<file path="src/rtl/vec_alu_sequencer_pkg.sv">
// vec_alu_sequencer_pkg
// Shared widths, ALU function codes and FSM state encoding for the vector ALU
// sequencer. No ports; imported by the interface, the top and the testbench.
package vec_alu_sequencer_pkg;

    localparam int unsigned BITS  = 8;  // element width, matches ALU data width
    localparam int unsigned ALUOP = 4;  // ALU function code width
    localparam int unsigned ADDR  = 5;  // vector RAM address width, also length width

    localparam logic [ALUOP-1:0] ALU_MOV    = 4'd1;
    localparam logic [ALUOP-1:0] ALU_ADD    = 4'd2;
    localparam logic [ALUOP-1:0] ALU_SUB    = 4'd3;
    localparam logic [ALUOP-1:0] ALU_AND    = 4'd4;
    localparam logic [ALUOP-1:0] ALU_OR     = 4'd5;
    localparam logic [ALUOP-1:0] ALU_XOR    = 4'd6;
    localparam logic [ALUOP-1:0] ALU_SHL    = 4'd7;
    localparam logic [ALUOP-1:0] ALU_SHR    = 4'd8;
    localparam logic [ALUOP-1:0] ALU_ROL    = 4'd9;
    localparam logic [ALUOP-1:0] ALU_ROR    = 4'd10;
    localparam logic [ALUOP-1:0] ALU_OP_MAX = ALU_ROR;

    typedef enum logic [1:0] {
        StIdle,
        StRun,
        StDrain,
        StDone
    } seq_state_e;

    // Codes 0 and anything above ALU_OP_MAX are rejected at acceptance.
    function automatic logic op_is_legal(input logic [ALUOP-1:0] op);
        return (op != '0) && (op <= ALU_OP_MAX);
    endfunction

endpackage

</file>
<file path="src/rtl/vec_alu_sequencer_if.sv">
// vec_alu_sequencer_if
// Bundles the command handshake, vector RAM read/write ports and ALU operand
// path of the sequencer.
//   master : sequencer side (accepts commands, drives RAM strobes/addresses and
//            ALU operands, reports busy/done/error)
//   slave  : environment side (decoder, vector RAM and ALU)
interface vec_alu_sequencer_if;
    import vec_alu_sequencer_pkg::*;

    // Command channel
    logic             cmdValid;
    logic             cmdReady;
    logic [ALUOP-1:0] cmdOp;
    logic [ADDR-1:0]  cmdSrcA;
    logic [ADDR-1:0]  cmdSrcB;
    logic [ADDR-1:0]  cmdDst;
    logic [ADDR-1:0]  cmdLen;
    // Vector RAM read ports (1-cycle latency)
    logic             rdEn;
    logic [ADDR-1:0]  rdAddrA;
    logic [ADDR-1:0]  rdAddrB;
    logic [BITS-1:0]  rdDataA;
    logic [BITS-1:0]  rdDataB;
    // ALU
    logic [ALUOP-1:0] aluFunction;
    logic [BITS-1:0]  vectorA;
    logic [BITS-1:0]  vectorB;
    logic [BITS-1:0]  aluResult;
    // Vector RAM write port
    logic             wrEn;
    logic [ADDR-1:0]  wrAddr;
    logic [BITS-1:0]  wrData;
    // Status
    logic             busy;
    logic             done;
    logic             error;

    modport master (
        input  cmdValid, cmdOp, cmdSrcA, cmdSrcB, cmdDst, cmdLen,
        input  rdDataA, rdDataB, aluResult,
        output cmdReady, rdEn, rdAddrA, rdAddrB, aluFunction, vectorA, vectorB,
        output wrEn, wrAddr, wrData, busy, done, error
    );

    modport slave (
        output cmdValid, cmdOp, cmdSrcA, cmdSrcB, cmdDst, cmdLen,
        output rdDataA, rdDataB, aluResult,
        input  cmdReady, rdEn, rdAddrA, rdAddrB, aluFunction, vectorA, vectorB,
        input  wrEn, wrAddr, wrData, busy, done, error
    );

endinterface

</file>
<file path="src/rtl/vec_alu_sequencer.sv">
// vec_alu_sequencer
// Runs one vector command at a time through the 8-bit ALU at one element per
// cycle: read issue (RUN) -> execute/write-back one cycle later -> done pulse.
// Ports:
//   clk     : rising-edge clock
//   reset_n : asynchronous active-low reset (aborts any command, no done pulse)
//   bus     : vec_alu_sequencer_if.master (command, RAM ports, ALU, status)
module vec_alu_sequencer
    import vec_alu_sequencer_pkg::*;
(
    input logic                  clk,
    input logic                  reset_n,
    vec_alu_sequencer_if.master  bus
);

    seq_state_e       state_q, state_d;
    logic [ALUOP-1:0] op_q, op_d;
    logic [ADDR-1:0]  src_a_q, src_a_d;
    logic [ADDR-1:0]  src_b_q, src_b_d;
    logic [ADDR-1:0]  dst_q, dst_d;
    logic [ADDR-1:0]  len_q, len_d;
    logic [ADDR-1:0]  idx_q, idx_d;
    logic             err_q, err_d;
    // Execute stage: element whose read was issued in the previous cycle
    logic             exe_valid_q, exe_valid_d;
    logic [ADDR-1:0]  exe_idx_q, exe_idx_d;

    always_comb begin
        state_d     = state_q;
        op_d        = op_q;
        src_a_d     = src_a_q;
        src_b_d     = src_b_q;
        dst_d       = dst_q;
        len_d       = len_q;
        idx_d       = idx_q;
        err_d       = err_q;
        exe_valid_d = (state_q == StRun);
        exe_idx_d   = idx_q;

        unique case (state_q)
            StIdle: begin
                if (bus.cmdValid) begin
                    op_d    = bus.cmdOp;
                    src_a_d = bus.cmdSrcA;
                    src_b_d = bus.cmdSrcB;
                    dst_d   = bus.cmdDst;
                    len_d   = bus.cmdLen;
                    idx_d   = '0;
                    err_d   = !op_is_legal(bus.cmdOp);
                    // Empty or illegal commands skip straight to completion
                    if ((bus.cmdLen == '0) || !op_is_legal(bus.cmdOp)) begin
                        state_d = StDone;
                    end else begin
                        state_d = StRun;
                    end
                end
            end
            StRun: begin
                idx_d = idx_q + ADDR'(1);
                if (idx_q == len_q - ADDR'(1)) begin
                    state_d = StDrain;
                end
            end
            StDrain: state_d = StDone;
            StDone:  state_d = StIdle;
            default: state_d = StIdle;
        endcase
    end

    always_ff @(posedge clk or negedge reset_n) begin
        if (!reset_n) begin
            state_q     <= StIdle;
            op_q        <= '0;
            src_a_q     <= '0;
            src_b_q     <= '0;
            dst_q       <= '0;
            len_q       <= '0;
            idx_q       <= '0;
            err_q       <= 1'b0;
            exe_valid_q <= 1'b0;
            exe_idx_q   <= '0;
        end else begin
            state_q     <= state_d;
            op_q        <= op_d;
            src_a_q     <= src_a_d;
            src_b_q     <= src_b_d;
            dst_q       <= dst_d;
            len_q       <= len_d;
            idx_q       <= idx_d;
            err_q       <= err_d;
            exe_valid_q <= exe_valid_d;
            exe_idx_q   <= exe_idx_d;
        end
    end

    // Outputs decode only registered state; address sums wrap modulo 2^ADDR.
    always_comb begin
        bus.cmdReady    = (state_q == StIdle);
        bus.rdEn        = (state_q == StRun);
        bus.rdAddrA     = (state_q == StRun) ? src_a_q + idx_q : '0;
        bus.rdAddrB     = (state_q == StRun) ? src_b_q + idx_q : '0;
        bus.busy        = (state_q == StRun) || (state_q == StDrain);
        bus.done        = (state_q == StDone);
        bus.error       = (state_q == StDone) && err_q;
        bus.aluFunction = bus.busy ? op_q : '0;
        bus.wrEn        = exe_valid_q;
        bus.wrAddr      = exe_valid_q ? dst_q + exe_idx_q : '0;
        bus.vectorA     = exe_valid_q ? bus.rdDataA : '0;
        bus.vectorB     = exe_valid_q ? bus.rdDataB : '0;
        bus.wrData      = exe_valid_q ? bus.aluResult : '0;
    end

endmodule

</file>
<file path="src/flat_wrapper.sv">
// flat-port wrapper written by rule: the top's interface ports become plain ports
module vec_alu_sequencer_flat import vec_alu_sequencer_pkg::*;
  (clk, reset_n, bus_cmdValid, bus_cmdOp, bus_cmdSrcA, bus_cmdSrcB, bus_cmdDst, bus_cmdLen, bus_rdDataA, bus_rdDataB, bus_aluResult, bus_cmdReady, bus_rdEn, bus_rdAddrA, bus_rdAddrB, bus_aluFunction, bus_vectorA, bus_vectorB, bus_wrEn, bus_wrAddr, bus_wrData, bus_busy, bus_done, bus_error);
  vec_alu_sequencer_if bus_i ();
  input logic clk;
  input logic reset_n;
  input wire logic [$bits(bus_i.cmdValid)-1:0] bus_cmdValid;
  input wire logic [$bits(bus_i.cmdOp)-1:0] bus_cmdOp;
  input wire logic [$bits(bus_i.cmdSrcA)-1:0] bus_cmdSrcA;
  input wire logic [$bits(bus_i.cmdSrcB)-1:0] bus_cmdSrcB;
  input wire logic [$bits(bus_i.cmdDst)-1:0] bus_cmdDst;
  input wire logic [$bits(bus_i.cmdLen)-1:0] bus_cmdLen;
  input wire logic [$bits(bus_i.rdDataA)-1:0] bus_rdDataA;
  input wire logic [$bits(bus_i.rdDataB)-1:0] bus_rdDataB;
  input wire logic [$bits(bus_i.aluResult)-1:0] bus_aluResult;
  output wire logic [$bits(bus_i.cmdReady)-1:0] bus_cmdReady;
  output wire logic [$bits(bus_i.rdEn)-1:0] bus_rdEn;
  output wire logic [$bits(bus_i.rdAddrA)-1:0] bus_rdAddrA;
  output wire logic [$bits(bus_i.rdAddrB)-1:0] bus_rdAddrB;
  output wire logic [$bits(bus_i.aluFunction)-1:0] bus_aluFunction;
  output wire logic [$bits(bus_i.vectorA)-1:0] bus_vectorA;
  output wire logic [$bits(bus_i.vectorB)-1:0] bus_vectorB;
  output wire logic [$bits(bus_i.wrEn)-1:0] bus_wrEn;
  output wire logic [$bits(bus_i.wrAddr)-1:0] bus_wrAddr;
  output wire logic [$bits(bus_i.wrData)-1:0] bus_wrData;
  output wire logic [$bits(bus_i.busy)-1:0] bus_busy;
  output wire logic [$bits(bus_i.done)-1:0] bus_done;
  output wire logic [$bits(bus_i.error)-1:0] bus_error;
  assign bus_i.cmdValid = bus_cmdValid;
  assign bus_i.cmdOp = bus_cmdOp;
  assign bus_i.cmdSrcA = bus_cmdSrcA;
  assign bus_i.cmdSrcB = bus_cmdSrcB;
  assign bus_i.cmdDst = bus_cmdDst;
  assign bus_i.cmdLen = bus_cmdLen;
  assign bus_i.rdDataA = bus_rdDataA;
  assign bus_i.rdDataB = bus_rdDataB;
  assign bus_i.aluResult = bus_aluResult;
  assign bus_cmdReady = bus_i.cmdReady;
  assign bus_rdEn = bus_i.rdEn;
  assign bus_rdAddrA = bus_i.rdAddrA;
  assign bus_rdAddrB = bus_i.rdAddrB;
  assign bus_aluFunction = bus_i.aluFunction;
  assign bus_vectorA = bus_i.vectorA;
  assign bus_vectorB = bus_i.vectorB;
  assign bus_wrEn = bus_i.wrEn;
  assign bus_wrAddr = bus_i.wrAddr;
  assign bus_wrData = bus_i.wrData;
  assign bus_busy = bus_i.busy;
  assign bus_done = bus_i.done;
  assign bus_error = bus_i.error;
  vec_alu_sequencer u_core (.clk(clk), .reset_n(reset_n), .bus(bus_i));
endmodule
</file>
<file path="config.mk">
export PLATFORM = sky130hd
export DESIGN_NAME = vec_alu_sequencer_flat
export DESIGN_NICKNAME = d
export VERILOG_FILES = /design/src/rtl/vec_alu_sequencer_pkg.sv /design/src/rtl/vec_alu_sequencer_if.sv /design/src/rtl/vec_alu_sequencer.sv /design/src/flat_wrapper.sv
export SDC_FILE = /design/constraint.sdc
export NUM_CORES = 1
export LEC_CHECK = 0
export CAP_MARGIN = 30
export CORE_UTILIZATION = 30
export DETAILED_ROUTE_END_ITERATION = 16
export GPL_ROUTABILITY_DRIVEN = 0
export PLACE_DENSITY = 0.62
export SLEW_MARGIN = 20
export SYNTH_ARGS = -nofsm -noshare
export SYNTH_HDL_FRONTEND = slang
export SYNTH_SLANG_ARGS = --single-unit
</file>
<file path="constraint.sdc">
create_clock -name clk -period 1.9 [get_ports clk]
set_clock_uncertainty 0.2 [all_clocks]
set_input_delay 0.19 -clock clk [delete_from_list [all_inputs] [get_ports clk]]
set_output_delay 0.19 -clock clk [all_outputs]
set_load 0.02 [all_outputs]
</file>
==> results of run 1 <==
==> power groups by stage <==
stage / registers (mW) / logic, mW / clock network [mW]
global placement: 1.52 / 4.49 / 0
floorplan: 1.50 / 2.73 / 0
global route: 1.59 / 5.42 / 0.892
CTS: 1.54 / 4.72 / 0.863
finish: 1.53 / 4.91 / 0.839
detailed placement: 1.54 / 4.56 / 0
==> layer usage <==
layer,part of all wire [%],track usage (%)
met4,1.1,3.31
met5,0,0
met2,48,27.2
met1,43,18.9
met3,7.5,3.85
==> state kept, by name, indices dropped and copies added (netlist names) <==
signal,cells
u_core.src_a_q,5
u_core.op_q,4
u_core.state_q,2
u_core.exe_idx_q,5
u_core.bus.wrEn,1
u_core.src_b_q,5
u_core.exe_idx_d,5
u_core.dst_q,5
u_core.len_q,5
u_core.err_q,1
==> what timing repair did <==
action / 4_1_cts / 5_1_grt
setup buffers: 7 / 4
resized for setup: 139 / 23
endpoints found under the setup margin: 52 / 29
gates cloned: 0 / 0
pin swaps: 24 / 13
endpoints found under the hold margin: 19 / 0
hold buffers: 1 / 0
==> Yosys cell counts (2+ instances only) <==
| library cell | n |
|---|---|
| a211o_1 | 2 |
| a21o_1 | 7 |
| a21oi_1 | 9 |
| and2_1 | 45 |
| buf_2 | 3 |
| clkbuf_1 | 6 |
| dfrtp_1 | 38 |
| fa_1 | 3 |
| ha_1 | 18 |
| inv_1 | 4 |
| mux2_2 | 22 |
| nand2_1 | 6 |
| nor2_1 | 8 |
| nor2b_1 | 3 |
| nor3_1 | 2 |
| nor3b_1 | 2 |
| o2111ai_1 | 2 |
| o21ai_0 | 5 |
| xnor2_1 | 8 |
| xor2_1 | 10 |
==> path summary, 6_finish.rpt <==
path | end
max in group asynchronous | u_core.exe_idx_d[0]$_DFFE_PN0P_
min in group clk | u_core.err_q$_DFFE_PN0P_
worst min-delay path | u_core.dst_q[3]$_DFFE_PN0P_
worst min register to register | u_core.err_q$_DFFE_PN0P_
worst max-delay path | bus_rdAddrA[4]
worst max register to register | u_core.state_q[0]$_DFFE_PN0P_
==> critical path: cells and delay by family, from the launching register on <==
kind	cells	cell delay, ns
buffers and inverters	1	0.10
adders and majority gates	2	0.50
AOI/OAI and AO/OA	2	0.30
xor gates and xnor gates	1	0.13
DFF	1	0.45
and+or+nand+nor	1	0.15
==> stage by stage <==
| step | instances | util [%] | total power [mW] | hold slack (ns) | worst slack [ns] |
|---|---|---|---|---|---|
| finish | 457 | 53.3 | 7.28 | 0.190 | -0.415 |
| global route | 457 | 53.3 | 7.90 | 0.228 | -0.509 |
| CTS | 455 | 52.5 | 7.12 | 0.206 | -0.437 |
| detailed placement | 439 | 49.2 | 6.10 | -0.0286 | -0.611 |
| global placement | 439 | 49.2 | 6.01 | -0.0286 | -0.597 |
| floorplan | 219 | - | 4.23 | -0.306 | -0.0788 |
==> final cells by class <==
type	count	area share, %
Clock buffer	6	2.02
Clock inverter	2	1.47
Inverter	4	0.367
Multi-Input combinational cell	168	38.2
Sequential cell	38	23.3
Tap cell	102	3.12
Timing Repair Buffer	137	31.5
==> cell families (layout without fill, tap and decap cells) <==
family | after synthesis | in the layout | synth area share (%)
AOI/OAI and AO/OA | 34 | 34 | 9.80
muxes | 23 | 23 | 10.9
xor gates and xnor gates | 20 | 20 | 8.01
and+or+nand+nor | 70 | 70 | 17.1
DFF | 38 | 38 | 40.0
buffers and inverters | 13 | 149 | 2.21
adders and majority gates | 21 | 21 | 12.0
==> impl_metrics.py, run 1 <==
metrics = {
    "floorplanning": {
        "die_h_um": 91.0,
        "start_util_pct": 30.9,
        "rows": 32,
        "dieArea_um2": 8280,
        "ios": 100,
        "coreArea_um2": 7690,
        "die_w_um": 91.0,
    },
    "yosys": {
        "syn_nets": 291,
        "synth_flop_cell": "dfrtp_1",
        "synth_top_area_cell": "dfrtp_1",
        "synthDistinctLibCells": 36,
        "postSynthCellCount": 219,
        "async_flop_share_pct": 100,
        "synth_edf_count": 0,
        "ys_top_cells_by_area": "dfrtp_1 40%, and2_1 12%, mux2_2 10%, ha_1 9.5%, xor2_1 3.7%",
        "syn_area_um2": 2370,
        "avgSynthCellArea_um2": 10.8,
        "yosysWarnings": 0,
        "ys_ff_latch": 38,
        "synth_top_cell_area_share_pct": 40.0,
        "seq_area_frac_synth_pct": 40.0,
    },
    "critical_path": {
        "required_ns": 1.51,
        "path_cells": "ha_4 > fa_2 > a21o_1 > a21oi_2 > xnor2_1 > and2_4 > buf_6",
        "critPathSlowestCell": "dfrtp_2",
        "cp_data_arrival_time_ns": 1.93,
        "r2r_cells": 7,
        "crit_start": "u_core.exe_idx_d[0]$_DFFE_PN0P_",
        "end_kind": "primary output",
        "critPathKind": "flop to primary output",
        "cpPeakStageDelay_ns": 0.45,
        "crit_fanout": 3,
        "r2r_slack_ns": -0.23,
        "cp-start-kind": "flop",
        "r2r-start": "u_core.exe_idx_d[1]$_DFFE_PN0P_",
    },
    "pwr": {
        "combPwrFrac_pct": 67.4,
        "power.share.clock_pct": 11.5,
        "netSwitchingFraction_pct": 39.0,
        "power_frac_seq_pct": 21.0,
        "p_leak_nw": 1.92,
        "powerDensity_nw_per_um2": 1780,
        "power.switching_mw": 2.84,
        "internal_power_mw": 4.44,
        "ir_worst_vdd_mv": 0.928,
    },
    "sta": {
        "fmax_mhz": 432,
        "maxSlewViolCount": 0,
        "fin_crit_ns": 2.32,
        "finalCritPeriodShare_pct": 122,
        "max_slew.worst_pin.slew_ns": 0.464,
        "max_slew_margin_pct": 69.1,
        "setup_slack_ns": -0.415,
        "setup_violations": 14,
        "hold_viol": 0,
        "final.setup.tns_ns": -3.85,
        "rsz0062_at_grt": "true",
    },
    "clocking": {
        "clock-sinks": 38,
        "clkTransAtPathRegs_ns": 0.07,
        "clk-insertion-delay-late_ns": 0.28,
        "cts_tree": "built",
        "cts-htree-levels": 2,
        "cts_inserted_buffers": 5,
        "cts-root-buf": "clkbuf_8",
        "clk_path_buf_depth": 2,
    },
    "detailed_routing": {
        "wl_um": 6110,
        "dr.pass1.iters": 4,
        "vias_per_cell": 4.60,
        "wire_per_inst_um": 13.4,
        "drt-initial-drc-count": 50,
        "ant_nets": 0,
        "vias": 2103,
        "remaining_drc_errors": 0,
    },
    "grt": {
        "grt-ovfl-total": 0,
        "grt_pass1_vias": 2103,
        "grt_start_max_net_pins": 31,
        "antenna_found_initial": 0,
        "grt_use_total_pct": 15.4,
        "grt_pass1_wl_um": 10200,
    },
    "outcome": {
        "violations": "setup timing",
        "status": "finished with violations",
    },
    "finish": {
        "mostFrequentLayoutCells": "50 x clkdlybuf4s50_1, 39 x and2_1, 35 x dfrtp_1",
        "drive_gt1_share_pct": 35.2,
        "nets": 426,
        "diodes": 0,
        "layout_commonest_cell": "clkdlybuf4s50_1",
        "nFillCells": 689,
        "register_area_um2": 955,
        "design_area_um2": 4100,
        "area_growth_pct": 72.4,
        "multiInputGateArea_um2": 1570,
    },
    "placed_design": {
        "hpwl_um": 4630,
        "dpl_cell_area_um2": 3780,
        "io_buffers": 99,
    },
    "worst_hold_path": {
        "hold_path_class": "input port to async pin",
    },
    "job": {
        "maxCapViolCount": 0,
    },
}
Note: power is estimated with default switching activity, not from simulation.
==> run 2: changes to the inputs <==
- CORE_UTILIZATION: 30 -> 43
- PLACE_DENSITY: 0.62 -> 0.81
- clock period: 1.9 -> 2.5 ns (I/O delays scaled with it)
==> run 2 against run 1 <==
The flow now finishes without violations; sequential share of layout area grew 2.9 points; core utilization rose by 17 points; flip-flop and latch count did not move; global-route usage up 4.3 points; count of clock-buffer cells in the layout is 1 higher; final cell count down 12%; highest routed layer unchanged.
==> impl_metrics.py, run 2 (synthesized netlist as in run 1, its figures left out) <==
metrics = {
    "outcome": {
        "status": "completed",
    },
    "critical_path": {
        "critPathTopFamily": "flip-flops",
        "end_kind": "primary output",
        "crit_fanout": 5,
        "r2r-start": "u_core.len_q[0]$_DFFE_PN0P_",
        "required_ns": 2.05,
        "cp_data_arrival_time_ns": 1.96,
        "endpoint": "bus_rdAddrB[3]",
        "r2r_cells": 7,
        "critPathSlowestCell": "dfrtp_2",
        "timing.rr.end": "u_core.state_q[0]$_DFFE_PN0P_",
        "cpPeakStageDelay_ns": 0.47,
        "crit_start": "u_core.exe_idx_d[1]$_DFFE_PN0P_",
        "cp_num_cells": 6,
        "critPathKind": "flop to primary output",
        "r2r_slack_ns": 0.32,
        "path_cells": "ha_1 > a21o_1 > a21oi_2 > xnor2_1 > and2_1 > clkdlybuf4s15_2",
        "cp-start-kind": "flop",
        "crit_buf_inv": 1,
    },
    "grt": {
        "grt_use_total_pct": 19.8,
        "grt_pass1_wl_um": 9180,
        "grt_start_max_net_pins": 39,
        "grt_pass1_vias": 1957,
        "antenna_found_initial": 0,
        "grt-ovfl-total": 0,
    },
    "detailed_routing": {
        "ant_nets": 0,
        "wire_per_inst_um": 13.5,
        "vias_per_cell": 4.97,
        "drt-initial-drc-count": 29,
        "vias": 1987,
        "remaining_drc_errors": 0,
        "dr.pass1.iters": 4,
        "wl_um": 5400,
    },
    "pwr": {
        "power.share.clock_pct": 9.3,
        "p_leak_nw": 1.61,
        "power_frac_seq_pct": 24.5,
        "ir_worst_vdd_mv": 0.695,
        "internal_power_mw": 2.71,
        "power.switching_mw": 1.89,
        "netSwitchingFraction_pct": 41.1,
        "powerDensity_nw_per_um2": 1270,
        "combPwrFrac_pct": 66.2,
    },
    "job": {
        "maxCapViolCount": 0,
    },
    "placed_design": {
        "dpl_cell_area_um2": 3490,
        "io_buffers": 99,
        "hpwl_um": 4250,
    },
    "sta": {
        "max_slew.worst_pin.slew_ns": 0.296,
        "hold_slack_ns": 0.171,
        "max_slew_margin_pct": 80.3,
        "setup_violations": 0,
        "maxSlewViolCount": 0,
        "fin_crit_ns": 2.41,
        "hold_viol": 0,
        "fmax_mhz": 415,
        "finalCritPeriodShare_pct": 96.4,
        "rsz0062_at_grt": "true",
    },
    "floorplanning": {
        "die_h_um": 76.3,
        "dieArea_um2": 5820,
        "rows": 26,
        "die_w_um": 76.3,
        "start_util_pct": 45.6,
        "coreArea_um2": 5200,
        "ios": 100,
    },
    "clocking": {
        "clk-insertion-delay-late_ns": 0.29,
        "clock-sinks": 38,
        "cts-root-buf": "clkbuf_8",
        "cts-htree-levels": 2,
        "cts_inserted_buffers": 5,
        "clkTransAtPathRegs_ns": 0.07,
        "clk_path_buf_depth": 2,
        "cts_tree": "built",
    },
    "worst_hold_path": {
        "hold_path_class": "input port to async pin",
    },
    "finish": {
        "nFillCells": 411,
        "mostFrequentLayoutCells": "86 x clkdlybuf4s50_1, 45 x and2_1, 37 x dfrtp_1",
        "design_area_um2": 3630,
        "nets": 401,
        "layout_commonest_cell": "clkdlybuf4s50_1",
        "diodes": 0,
        "drive_gt1_share_pct": 19.4,
        "area_growth_pct": 53.0,
    },
}
run 2: worst register-to-register path: cells and delay by family, from the launching register on:
kind	cells	cell delay [ns]
AO/OA/AOI/OAI	4	0.92
adder cells (fa/ha/maj)	1	0.34
buffers and inverters	1	0.08
flip-flops	1	0.38
XOR/XNOR	1	0.16
run 2: metrics by stage:
stage          utilization, %  setup TNS, ns  instances  total power [mW]  setup slack (ns)
2_1_floorplan               -              0        219              3.04             0.282
3_3_place_gp             67.1         -0.359        390              4.15            -0.133
3_5_place_dp             67.1         -0.447        390              4.23            -0.158
4_1_cts                  69.0              0        399              4.61           0.00517
5_1_grt                  69.8        -0.0182        400              5.00           -0.0182
6_report                 69.8              0        400              4.61            0.0889
run 2: cell type report:
| type | instances | area [µm²] | area share [%] |
|---|---|---|---|
| clock inverters | 1 | 5.00 | 0.138 |
| repair buffers | 112 | 1080 | 29.8 |
| flip-flops and latches | 38 | 952 | 26.2 |
| well taps | 70 | 87.6 | 2.41 |
| clock buffers | 7 | 86.3 | 2.38 |
| multi-input cells | 168 | 1400 | 38.6 |
| inverters | 4 | 15.0 | 0.413 |
run 2: power groups by stage:
stage	registers (mW)	clock network [mW]	logic, mW
4_1_cts	1.13	0.442	3.05
3_5_place_dp	1.14	0	3.09
2_1_floorplan	1.12	0	1.92
5_1_grt	1.17	0.472	3.35
3_3_place_gp	1.12	0	3.03
6_report	1.13	0.429	3.05
run 2: routing by layer:
layer,GRT usage (%),share of wire [%]
met5,0,0
met1,24.6,45
met4,4.81,0.91
met3,5.15,6.3
met2,34.1,48
run 2: how the worst min path moves through the flow:
stage	from	endpoint	slack (ns)
after floorplan	reset_n	u_core.bus.wrEn$_DFF_PN0_	-0.25
after CTS	u_core.err_q$_DFFE_PN0P_	u_core.err_q$_DFFE_PN0P_	0.29
after detailed placement	reset_n	u_core.op_q[0]$_DFFE_PN0P_	0.21
after global placement	reset_n	u_core.op_q[0]$_DFFE_PN0P_	0.20
after global routing	reset_n	u_core.len_q[1]$_DFFE_PN0P_	0.20
final	reset_n	u_core.op_q[0]$_DFFE_PN0P_	0.17
run 2: what timing repair did:
| item | in CTS | in global routing |
|---|---|---|
| endpoints found under the hold margin | 38 | 0 |
| hold buffers | 1 | 0 |
| pin swaps | 0 | 1 |
| cloned | 0 | 0 |
| setup buffers | 0 | 0 |
| endpoints found under the setup margin | 12 | 12 |
| resized for setup | 31 | 15 |
